--- config.mk ---
export PLATFORM = sky130hd
export DESIGN_NAME = prf_read_arbiter
export DESIGN_NICKNAME = d
export VERILOG_FILES = /design/src/rtl/prf_read_arbiter_pkg.sv /design/src/rtl/prf_read_arbiter_rr_priority_picker.sv /design/src/rtl/prf_read_arbiter.sv
export SDC_FILE = /design/constraint.sdc
export NUM_CORES = 1
export LEC_CHECK = 0
export BUFFER_PORTS_ARGS = -buffer_cell sky130_fd_sc_hd__buf_4
export CORE_ASPECT_RATIO = 1.1
export CORE_MARGIN = 3
export CORE_UTILIZATION = 53
export CTS_BUF_LIST = sky130_fd_sc_hd__clkbuf_16
export DETAILED_ROUTE_END_ITERATION = 8
export PLACE_DENSITY_LB_ADDON = 0.15
export SLEW_MARGIN = 20
export SYNTH_ARGS = -nofsm -noshare
export SYNTH_HDL_FRONTEND = slang
export SYNTH_SLANG_ARGS = --single-unit
export TNS_END_PERCENT = 30
--- constraint.sdc ---
create_clock -name clk -period 9.22 [get_ports clk]
set_clock_uncertainty 0.05 [all_clocks]
set_input_delay 0.922 -clock clk [delete_from_list [all_inputs] [get_ports clk]]
set_output_delay 0.922 -clock clk [all_outputs]
set_load 0.02 [all_outputs]
--- src/rtl/prf_read_arbiter_pkg.sv ---
// Shared types for the physical-regfile read arbiter: preg index width, CDB broadcast,
// read request bundle and the operand bypass helper.
package prf_read_arbiter_pkg;

  localparam int unsigned PREG_IDX_WIDTH = 6;

  typedef struct packed {
    logic                      valid;
    logic [PREG_IDX_WIDTH-1:0] pd;
    logic [31:0]               value;
  } cdb_t;

  typedef struct packed {
    logic                      valid;
    logic [PREG_IDX_WIDTH-1:0] ps1;
    logic [PREG_IDX_WIDTH-1:0] ps2;
  } prf_rd_req_t;

  // Preg 0 is hardwired to zero and never picks up a CDB value.
  function automatic logic [31:0] bypass_operand(cdb_t                      cdb,
                                                 logic [PREG_IDX_WIDTH-1:0] ps,
                                                 logic [31:0]               prf_v);
    if (ps == '0) return '0;
    if (cdb.valid && (cdb.pd == ps)) return cdb.value;
    return prf_v;
  endfunction

endpackage

--- src/rtl/prf_read_arbiter_rr_priority_picker.sv ---
// Combinational picker: forced requesters first in ascending index, then round-robin from
// rr_ptr_i; returns up to NumPorts ordered one-hot grants and the pointer to resume from.
module prf_read_arbiter_rr_priority_picker #(
  parameter int unsigned NumReq   = 3,
  parameter int unsigned NumPorts = 2,
  parameter int unsigned IdxW     = 2
) (
  input  logic [NumReq-1:0]                req_i,
  input  logic [NumReq-1:0]                force_i,
  input  logic [IdxW-1:0]                  rr_ptr_i,
  output logic [NumPorts-1:0][NumReq-1:0]  gnt_oh_o,
  output logic [NumReq-1:0]                gnt_o,
  output logic                             rr_hit_o,
  output logic [IdxW-1:0]                  rr_ptr_next_o
);

  always_comb begin
    int unsigned n;
    int unsigned idx;
    gnt_oh_o      = '0;
    gnt_o         = '0;
    rr_hit_o      = 1'b0;
    rr_ptr_next_o = rr_ptr_i;
    n             = 0;
    idx           = 0;
    for (int unsigned i = 0; i < NumReq; i++) begin
      if (req_i[i] && force_i[i] && (n < NumPorts)) begin
        gnt_oh_o[n][i] = 1'b1;
        gnt_o[i]       = 1'b1;
        n++;
      end
    end
    for (int unsigned j = 0; j < NumReq; j++) begin
      idx = (32'(rr_ptr_i) + j) % NumReq;
      if (req_i[idx] && !force_i[idx] && (n < NumPorts)) begin
        gnt_oh_o[n][idx] = 1'b1;
        gnt_o[idx]       = 1'b1;
        rr_hit_o         = 1'b1;
        rr_ptr_next_o    = IdxW'((idx + 1) % NumReq);
        n++;
      end
    end
  end

endmodule

--- src/rtl/prf_read_arbiter.sv ---
// Shares NUM_PORTS pregfile read-port pairs among NUM_REQ reservation stations and returns
// registered, CDB-bypassed operands one cycle after grant.
module prf_read_arbiter
  import prf_read_arbiter_pkg::*;
#(
  parameter int unsigned NUM_REQ      = 3,
  parameter int unsigned NUM_PORTS    = 2,
  parameter int unsigned STARVE_LIMIT = 4
) (
  input  logic                                      clk,
  input  logic                                      rst,
  input  logic                                      branch_flush,
  input  logic [NUM_REQ-1:0]                        req_valid,
  input  logic [NUM_REQ-1:0][PREG_IDX_WIDTH-1:0]    req_ps1,
  input  logic [NUM_REQ-1:0][PREG_IDX_WIDTH-1:0]    req_ps2,
  output logic [NUM_REQ-1:0]                        req_grant,
  output logic [NUM_REQ-1:0]                        rsp_valid,
  output logic [NUM_REQ-1:0][31:0]                  rsp_v1,
  output logic [NUM_REQ-1:0][31:0]                  rsp_v2,
  output logic [NUM_PORTS-1:0][PREG_IDX_WIDTH-1:0]  prf_s1,
  output logic [NUM_PORTS-1:0][PREG_IDX_WIDTH-1:0]  prf_s2,
  input  logic [NUM_PORTS-1:0][31:0]                prf_v1,
  input  logic [NUM_PORTS-1:0][31:0]                prf_v2,
  input  cdb_t                                      cdb
);

  localparam int unsigned IdxW = (NUM_REQ > 1) ? $clog2(NUM_REQ) : 1;
  localparam int unsigned CntW = $clog2(STARVE_LIMIT + 1);

  prf_rd_req_t [NUM_REQ-1:0]              rd_req;
  logic [NUM_REQ-1:0]                     pick_req, starved;
  logic [NUM_PORTS-1:0][NUM_REQ-1:0]      gnt_oh;
  logic                                   rr_hit;
  logic [IdxW-1:0]                        rr_ptr_nxt, rr_ptr_d, rr_ptr_q;
  logic [NUM_REQ-1:0][CntW-1:0]           starve_d, starve_q;
  logic [NUM_REQ-1:0]                     rsp_valid_d, rsp_valid_q;
  logic [NUM_REQ-1:0][31:0]               rsp_v1_d, rsp_v1_q, rsp_v2_d, rsp_v2_q;
  logic [NUM_PORTS-1:0][31:0]             port_v1, port_v2;

  // A flush suppresses every request so no grant and no pointer movement occur.
  always_comb begin
    for (int unsigned i = 0; i < NUM_REQ; i++) begin
      rd_req[i].valid = req_valid[i] && !branch_flush;
      rd_req[i].ps1   = req_ps1[i];
      rd_req[i].ps2   = req_ps2[i];
      pick_req[i]     = rd_req[i].valid;
      starved[i]      = (starve_q[i] == CntW'(STARVE_LIMIT));
    end
  end

  prf_read_arbiter_rr_priority_picker #(
    .NumReq   (NUM_REQ),
    .NumPorts (NUM_PORTS),
    .IdxW     (IdxW)
  ) u_picker (
    .req_i         (pick_req),
    .force_i       (starved),
    .rr_ptr_i      (rr_ptr_q),
    .gnt_oh_o      (gnt_oh),
    .gnt_o         (req_grant),
    .rr_hit_o      (rr_hit),
    .rr_ptr_next_o (rr_ptr_nxt)
  );

  always_comb begin
    for (int unsigned k = 0; k < NUM_PORTS; k++) begin
      prf_s1[k] = '0;
      prf_s2[k] = '0;
      for (int unsigned i = 0; i < NUM_REQ; i++) begin
        if (gnt_oh[k][i]) begin
          prf_s1[k] = rd_req[i].ps1;
          prf_s2[k] = rd_req[i].ps2;
        end
      end
      port_v1[k] = bypass_operand(cdb, prf_s1[k], prf_v1[k]);
      port_v2[k] = bypass_operand(cdb, prf_s2[k], prf_v2[k]);
    end
  end

  always_comb begin
    for (int unsigned i = 0; i < NUM_REQ; i++) begin
      rsp_valid_d[i] = req_grant[i];
      rsp_v1_d[i]    = rsp_v1_q[i];
      rsp_v2_d[i]    = rsp_v2_q[i];
      for (int unsigned k = 0; k < NUM_PORTS; k++) begin
        if (gnt_oh[k][i]) begin
          rsp_v1_d[i] = port_v1[k];
          rsp_v2_d[i] = port_v2[k];
        end
      end
      if (branch_flush || !req_valid[i] || req_grant[i]) begin
        starve_d[i] = '0;
      end else if (!starved[i]) begin
        starve_d[i] = starve_q[i] + CntW'(1);
      end else begin
        starve_d[i] = starve_q[i];
      end
    end
    rr_ptr_d = rr_hit ? rr_ptr_nxt : rr_ptr_q;
  end

  always_ff @(posedge clk or negedge rst) begin
    if (!rst) begin
      rr_ptr_q    <= '0;
      starve_q    <= '0;
      rsp_valid_q <= '0;
      rsp_v1_q    <= '0;
      rsp_v2_q    <= '0;
    end else begin
      rr_ptr_q    <= rr_ptr_d;
      starve_q    <= starve_d;
      rsp_valid_q <= rsp_valid_d;
      rsp_v1_q    <= rsp_v1_d;
      rsp_v2_q    <= rsp_v2_d;
    end
  end

  assign rsp_valid = rsp_valid_q;
  assign rsp_v1    = rsp_v1_q;
  assign rsp_v2    = rsp_v2_q;

endmodule

==> results of run 1 <==
## worst reg2reg max path: cells and delay by family, from the launching register on
family,cells,cell delay [ns]
simple gates,10,2.56
fa+ha+maj,7,1.94
compound gates,6,1.12
buf+inv,5,0.73
xor+xnor,3,0.55
flops,1,0.38
## registers in the layout (all words and copies together) (netlist names)
| name | count |
|---|---|
| rsp_valid | 3 |
| starve_q | 9 |
| rsp_v1 | 96 |
| rsp_v2 | 96 |
| rr_ptr_q | 2 |
## worst paths after layout
path	from	cells past startpoint	endpoint	slack [ns]
max	branch_flush	31	rr_ptr_q[0]	1.56
min	rst	1	rsp_v1[9]	0.39
max reg2reg	starve_q[0]	31	rr_ptr_q[0]	1.74
min reg2reg	starve_q[3]	1	starve_q[3]	0.42
max in group asynchronous	rst	2	starve_q[0]	7.31
min in group clk	starve_q[3]	1	starve_q[3]	0.42
## layout make-up
type	count	area, sq um	area share (%)
clock buffers	23	576	3.13
inverters	31	116	0.633
diodes	2	5.00	0.0272
multi-input cells	1166	8420	45.8
repair buffers	464	3560	19.4
clock inverters	17	105	0.572
flip-flops and latches	206	5150	28.1
well taps	352	440	2.40
## kinds of logic after synthesis
logic type / Yosys count / synth area share, %
AND/OR/NAND/NOR: 512 / 16.9
buffers and inverters: 162 / 4.97
flip-flops: 206 / 36.3
multiplexers: 204 / 15.0
adder cells (fa/ha/maj): 28 / 2.52
XOR/XNOR: 23 / 1.47
AO/OA/AOI/OAI: 399 / 22.9
## layout by cell type, fill, tap and decap left out, drive strengths merged, types with 7 or more instances in the layout
cell and n:
nand2 271, clkbuf 24, nand3 88, dfrtp 206
inv 39, mux2 69, buf 463, nor2 60
a221oi 47, xnor2 20, o211ai 36, mux2i 135
a22oi 7, a31oi 17, nor4 14, or3 10
nor3 15, a21oi 83, nand4 15, o21ai 24
o221ai 132, ha 27
## metal layers
metal  vias to the layer above  GRT usage [%]
met5                         -              0
met4                         2           24.9
met3                       260           9.85
met2                      1032           65.2
met1                      7420           47.8
li1                       6543              -
## cells in the mapped netlist (3+ instances only)
| cell | count | share of area [%] |
|---|---|---|
| clkbuf_1 | 78 | 2.1 |
| nor2b_1 | 5 | 0.22 |
| nand4_1 | 14 | 0.62 |
| or3_1 | 9 | 0.40 |
| nor4_1 | 12 | 0.53 |
| nor2_1 | 58 | 1.5 |
| xnor2_1 | 19 | 1.2 |
| o31a_1 | 3 | 0.18 |
| a21o_1 | 5 | 0.26 |
| mux2_1 | 65 | 5.1 |
| and3_1 | 6 | 0.26 |
| inv_1 | 30 | 0.79 |
| o211ai_1 | 36 | 1.9 |
| ha_1 | 27 | 2.4 |
| a22o_1 | 3 | 0.18 |
| buf_1 | 7 | 0.18 |
| a31oi_1 | 15 | 0.66 |
| nor3_1 | 12 | 0.42 |
| buf_2 | 37 | 1.3 |
| nor3_2 | 3 | 0.21 |
| nand2_1 | 271 | 7.2 |
| mux2_2 | 4 | 0.32 |
| o2111ai_1 | 3 | 0.18 |
| nand2b_1 | 6 | 0.26 |
| a2bb2oi_1 | 4 | 0.25 |
| a31o_2 | 3 | 0.18 |
| o21ai_0 | 23 | 0.81 |
| a22oi_1 | 7 | 0.37 |
| buf_6 | 5 | 0.40 |
| a32o_1 | 3 | 0.21 |
| a211oi_1 | 3 | 0.16 |
| and2_1 | 4 | 0.18 |
| buf_4 | 4 | 0.21 |
| a21oi_1 | 82 | 2.9 |
| mux2i_1 | 135 | 9.5 |
| a221oi_2 | 31 | 3.3 |
| xor2_1 | 3 | 0.18 |
| o221ai_1 | 132 | 8.1 |
| nand3_1 | 87 | 3.1 |
| a221oi_1 | 16 | 0.99 |
| dfrtp_1 | 206 | 36 |
| a311oi_1 | 3 | 0.18 |
## where the power goes
| group | total [uW] | switching, uW | internal, uW |
|---|---|---|---|
| Combinational | 5130 | 3300 | 1830 |
| Clock | 865 | 386 | 479 |
| Sequential | 1510 | 225 | 1280 |
## metrics by stage
stage / area [sq um] / std cells / setup slack [ns] / util [%]
after floorplan: 14200 / 1534 / 1.89 / -
after global placement: 17700 / 2219 / 1.40 / 67.5
after detailed placement: 17700 / 2219 / 1.15 / 67.5
after CTS: 18400 / 2259 / 1.63 / 70.1
after global routing: 18400 / 2260 / 0.889 / 70.1
final: 18400 / 2261 / 1.56 / 70.1
==> run summary, run 1 <==
Crit-path most repeated cell: ha_1
First-pass GRT wire length: 89,600 um
Unrepaired setup endpoints after global routing: false
Setup repair bufs after CTS: 0
Number of DRC markers in iteration 0: 1,643
Drt drc: 0
# port buffers: 430
Final Hold Vio Count: 0
CTS buffer count: 23
Worst Setup Path Type: input pin to flop
Top sig layer: met5
Met3 WL: 6290 um
Layout area overhead: 29.3%
Req. time, crit path: 9.54 ns
Fin. max-slew vios: 0
WP data arrival: 7.99 ns
CP Launch Type: input pin
Met2 WL post-DR: 27,700 um
Later-pin clock latency in the skew report: 0.53 ns
Worst-path fanout max: 18
Number of global-route vias before repair: 15,000
Design Power: 7500 uW
Global-route usage over all layers: 40.1%
Yosys reg bits: 206
TritonCTS clock tree: yes
Clk buf depth: 3
PD cells: 408 nW/um^2
Drt wl/cell: 26.5 um
CTS sink count: 206
Die X: 162 um
Root Buffer: clkbuf_16
Register area share after synthesis: 36.3%
Placer Congestion: 1.02
Total gr overflow: 0
Top_reg_cell synth: dfrtp_1
I/O Pins: 431
Antenna-violating nets left: 0
# setup viols final: 0
LEAKAGE: 0.00816 uW
Peak supply drop: 0.380 mV
CP bufs+invs: 5
Crit end category: flop
Die area: 28,800 sq um
Crit path max-delay family: simple AND/OR/NAND/NOR gates
Relative slew margins: 34.3%
Final HPWL DP: 42,100 um
Syn Std Cell Area: 14,200 sq um
Via density: 6.75
Number of core rows: 62
Max Freq: 0.130 GHz
Core ar.: 26,200 sq um
WL final: 60,000 um
Share of layout cells above drive strength 1: 29.7%
Nets@finish: 2,129
Height of the die: 178 um
Tcrit/Tclk final: 83.1%
Status: complete, no violations
Crit-path slowest cell: or4_1
Syn_nets: 1,771
Worst slew pin tran: 0.985 ns
Yosys warnings: 0
Min-delay worst type: input pin to async pin
Antenna violations before repair: 3
Syn avg cell area: 9.27 sq um
Post-synth ARST share: 100%
Cts-stage hold buffer count: 0
H-tree depth: 1
Syn Inst Count: 1,534
Initial Util: 54.2%
Routed vias: 15,300
Post-synth cell types: 86
Crit-path max cell delay: 0.60 ns
EDFF count, synth: 0
Setup TNS: 0 ns
Max Cap Viol: 0
WHS: 0.386 ns
Clock transition at path regs: 0.06 ns
Fill cell count: 2,086
Post_cts resized: 0
Tmin final: 7.66 ns
Largest net degree at the start of global routing: 82
Detailed Routing Iterations Pass 1: 5
WL met1: 21,200 um
No activity file was read; power rests on OpenSTA's default activity.
==> inputs of run 2 (changes only) <==
==> constraint.sdc (replaced) <==
create_clock -name clk -period 7.7 [get_ports clk]
set_clock_uncertainty 0.05 [all_clocks]
set_input_delay 0.77 -clock clk [delete_from_list [all_inputs] [get_ports clk]]
set_output_delay 0.77 -clock clk [all_outputs]
set_load 0.02 [all_outputs]
==> run 2 against run 1 <==
- flip-flop and latch count stayed put
- register-to-register slack worse by 1.2 ns
- core utilization is 0.46 points higher
- global-route usage is 0.62 points lower
- count of clock-buffer cells in the layout is 2 higher
==> run summary, run 2 (synthesis gave the netlist of run 1 again) <==
Setup TNS: 0 ns (unchanged)
CTS sink count: 206 (unchanged)
Layout area overhead: 30.1%
Number of global-route vias before repair: 15,000 (-0.080%)
First-pass GRT wire length: 88,900 um (-0.82%)
CTS buffer count: 24 (+4.3%)
Worst-case register-to-register setup slack: 0.55 ns (-1.19 ns)
Root Buffer: clkbuf_16
Clk buf depth: 3 (unchanged)
Fill cell count: 2,080 (-0.29%)
Max Freq: 0.140 GHz
Die area: 28,800 sq um (unchanged)
Multi-input logic area: 8430 sq um (+0.13%)
Height of the die: 178 um (unchanged)
Antenna violations before repair: 2 (-1)
Crit-path most repeated cell: ha_1
Most common cell after layout, fill and taps aside: buf_4
Crit-path max cell delay: 0.58 ns (-0.02 ns)
DP Worst Slack: 0.198 ns (-0.953 ns)
Setup repair bufs after CTS: 0 (unchanged)
Worst slew pin tran: 1.21 ns (+0.230 ns)
Crit-path slowest cell: or4_1
CP Launch Type: input pin
Largest net degree at the start of global routing: 82 (unchanged)
Most frequent cells in the layout: buf_4 (456), nand2_1 (271), dfrtp_1 (206), mux2i_1 (135), o221ai_1 (132)
Unrepaired setup endpoints after global routing: false
Later-pin clock latency in the skew report: 0.53 ns (about the same)
TritonCTS clock tree: yes
Relative slew margins: 19.0% (-15 points)
Final HPWL DP: 41,100 um (-2.3%)
Total gr overflow: 0 (unchanged)
Routed vias: 15,300 (+0.38%)
FF-to-FF Start: starve_q[0]
Number of DRC markers in iteration 0: 1,605 (-2.3%)
Register area: 5150 sq um (unchanged)
WL final: 59,600 um (-0.64%)
Post-route setup slack: 0.532 ns (-1.02 ns)
Status: complete, no violations
LEAKAGE: 0.00821 uW (+0.67%)
Drt wl/cell: 26.3 um (-0.86%)
Tmin final: 7.17 ns
Clock transition at path regs: 0.06 ns (about the same)
Fin. max-slew vios: 0 (unchanged)
Placed Cells incl. Taps: 2,222 (+0.14%)
Global-route usage over all layers: 39.5% (-0.62 points)
Crit end category: flop
Nets@finish: 2,133 (+0.19%)
Antenna-violating nets left: 0 (unchanged)
Worst Setup Path Type: input pin to flop
H-tree depth: 1 (unchanged)
Cell Count, Final, Fillers Out: 2,266 (+0.22%)
Share of layout cells above drive strength 1: 29.7% (about the same)
WP data arrival: 7.49 ns (-0.50 ns)
Final Hold Vio Count: 0 (unchanged)
Drt drc: 0 (unchanged)
Initial Util: 54.2% (unchanged)
Tcrit/Tclk final: 93.1%
Peak supply drop: 0.469 mV (+24%)
Detailed Routing Iterations Pass 1: 6 (+1)
Via density: 6.76 (+0.16%)
# setup viols final: 0 (unchanged)
Critical path launch point: branch_flush
Min-delay worst type: input pin to async pin
Die X: 162 um (unchanged)
Max Cap Viol: 0 (unchanged)
Placer Congestion: 1.00 (-1.6%)
Design Power: 9130 uW (+22%)
Worst-path fanout max: 7 (-11)
Req. time, crit path: 8.02 ns (-1.52 ns)
WHS: 0.194 ns (-0.191 ns)
Core ar.: 26,200 sq um (unchanged)
PD cells: 493 nW/um^2 (+21%)
Number of core rows: 62 (unchanged)
# port buffers: 430 (unchanged)
I/O Pins: 431 (unchanged)
Cts-stage hold buffer count: 0 (unchanged)
-- run 2: worst paths after layout --
path / endpoint / cells past startpoint
worst min register to register: starve_q[3] / 1
worst max register to register: rr_ptr_q[1] / 29
max in group asynchronous: rsp_v1[45] / 2
min in group clk: starve_q[3] / 1
worst min-delay path: rsp_v1[9] / 1
worst max-delay path: rr_ptr_q[1] / 29
-- run 2: cell type report --
| type | instances | area share [%] |
|---|---|---|
| sequential | 206 | 27.9 |
| tap | 352 | 2.38 |
| inverter | 31 | 0.629 |
| multi-input combinational | 1166 | 45.6 |
| antenna | 1 | 0.0135 |
| timing repair buffer | 467 | 19.6 |
| clock buffer | 25 | 3.38 |
| clock inverter | 18 | 0.555 |
-- run 2: per-layer routing --
layer  track usage [%]  part of all wire, %  vias to the layer above  wire length [um]
met2              65.1                   47                     1062             28000
met5                 0                0.022                        -                13
met3              10.7                   11                      216              6510
met4              21.5                  6.3                        2              3760
li1                  -                    -                     6545                 -
met1              46.9                   36                     7490             21300
-- run 2: repair_timing --
action	CTS	global route
resized for setup	0	1
endpoints found under the setup margin	0	1
hold endpoints to repair	0	0
-- run 2: power by group --
group	switching, uW	total, uW	internal [uW]
registers	266	1800	1540
logic	3970	6240	2260
clock network	468	1080	615
-- run 2: through the flow --
step | utilization (%) | instance area (sq um)
after CTS | 70.5 | 18500
after detailed placement | 67.7 | 17800
after global routing | 70.5 | 18500
after global placement | 67.7 | 17800
final | 70.5 | 18500
after floorplan | - | 14200
-- run 2: worst max-delay path, delay by kind of cell --
family / cells / cell delay [ns]
buffers and inverters: 3 / 0.47
muxes: 1 / 0.20
xor gates and xnor gates: 2 / 0.27
AOI/OAI and AO/OA: 6 / 1.16
and+or+nand+nor: 11 / 2.82
adders and majority gates: 6 / 1.79
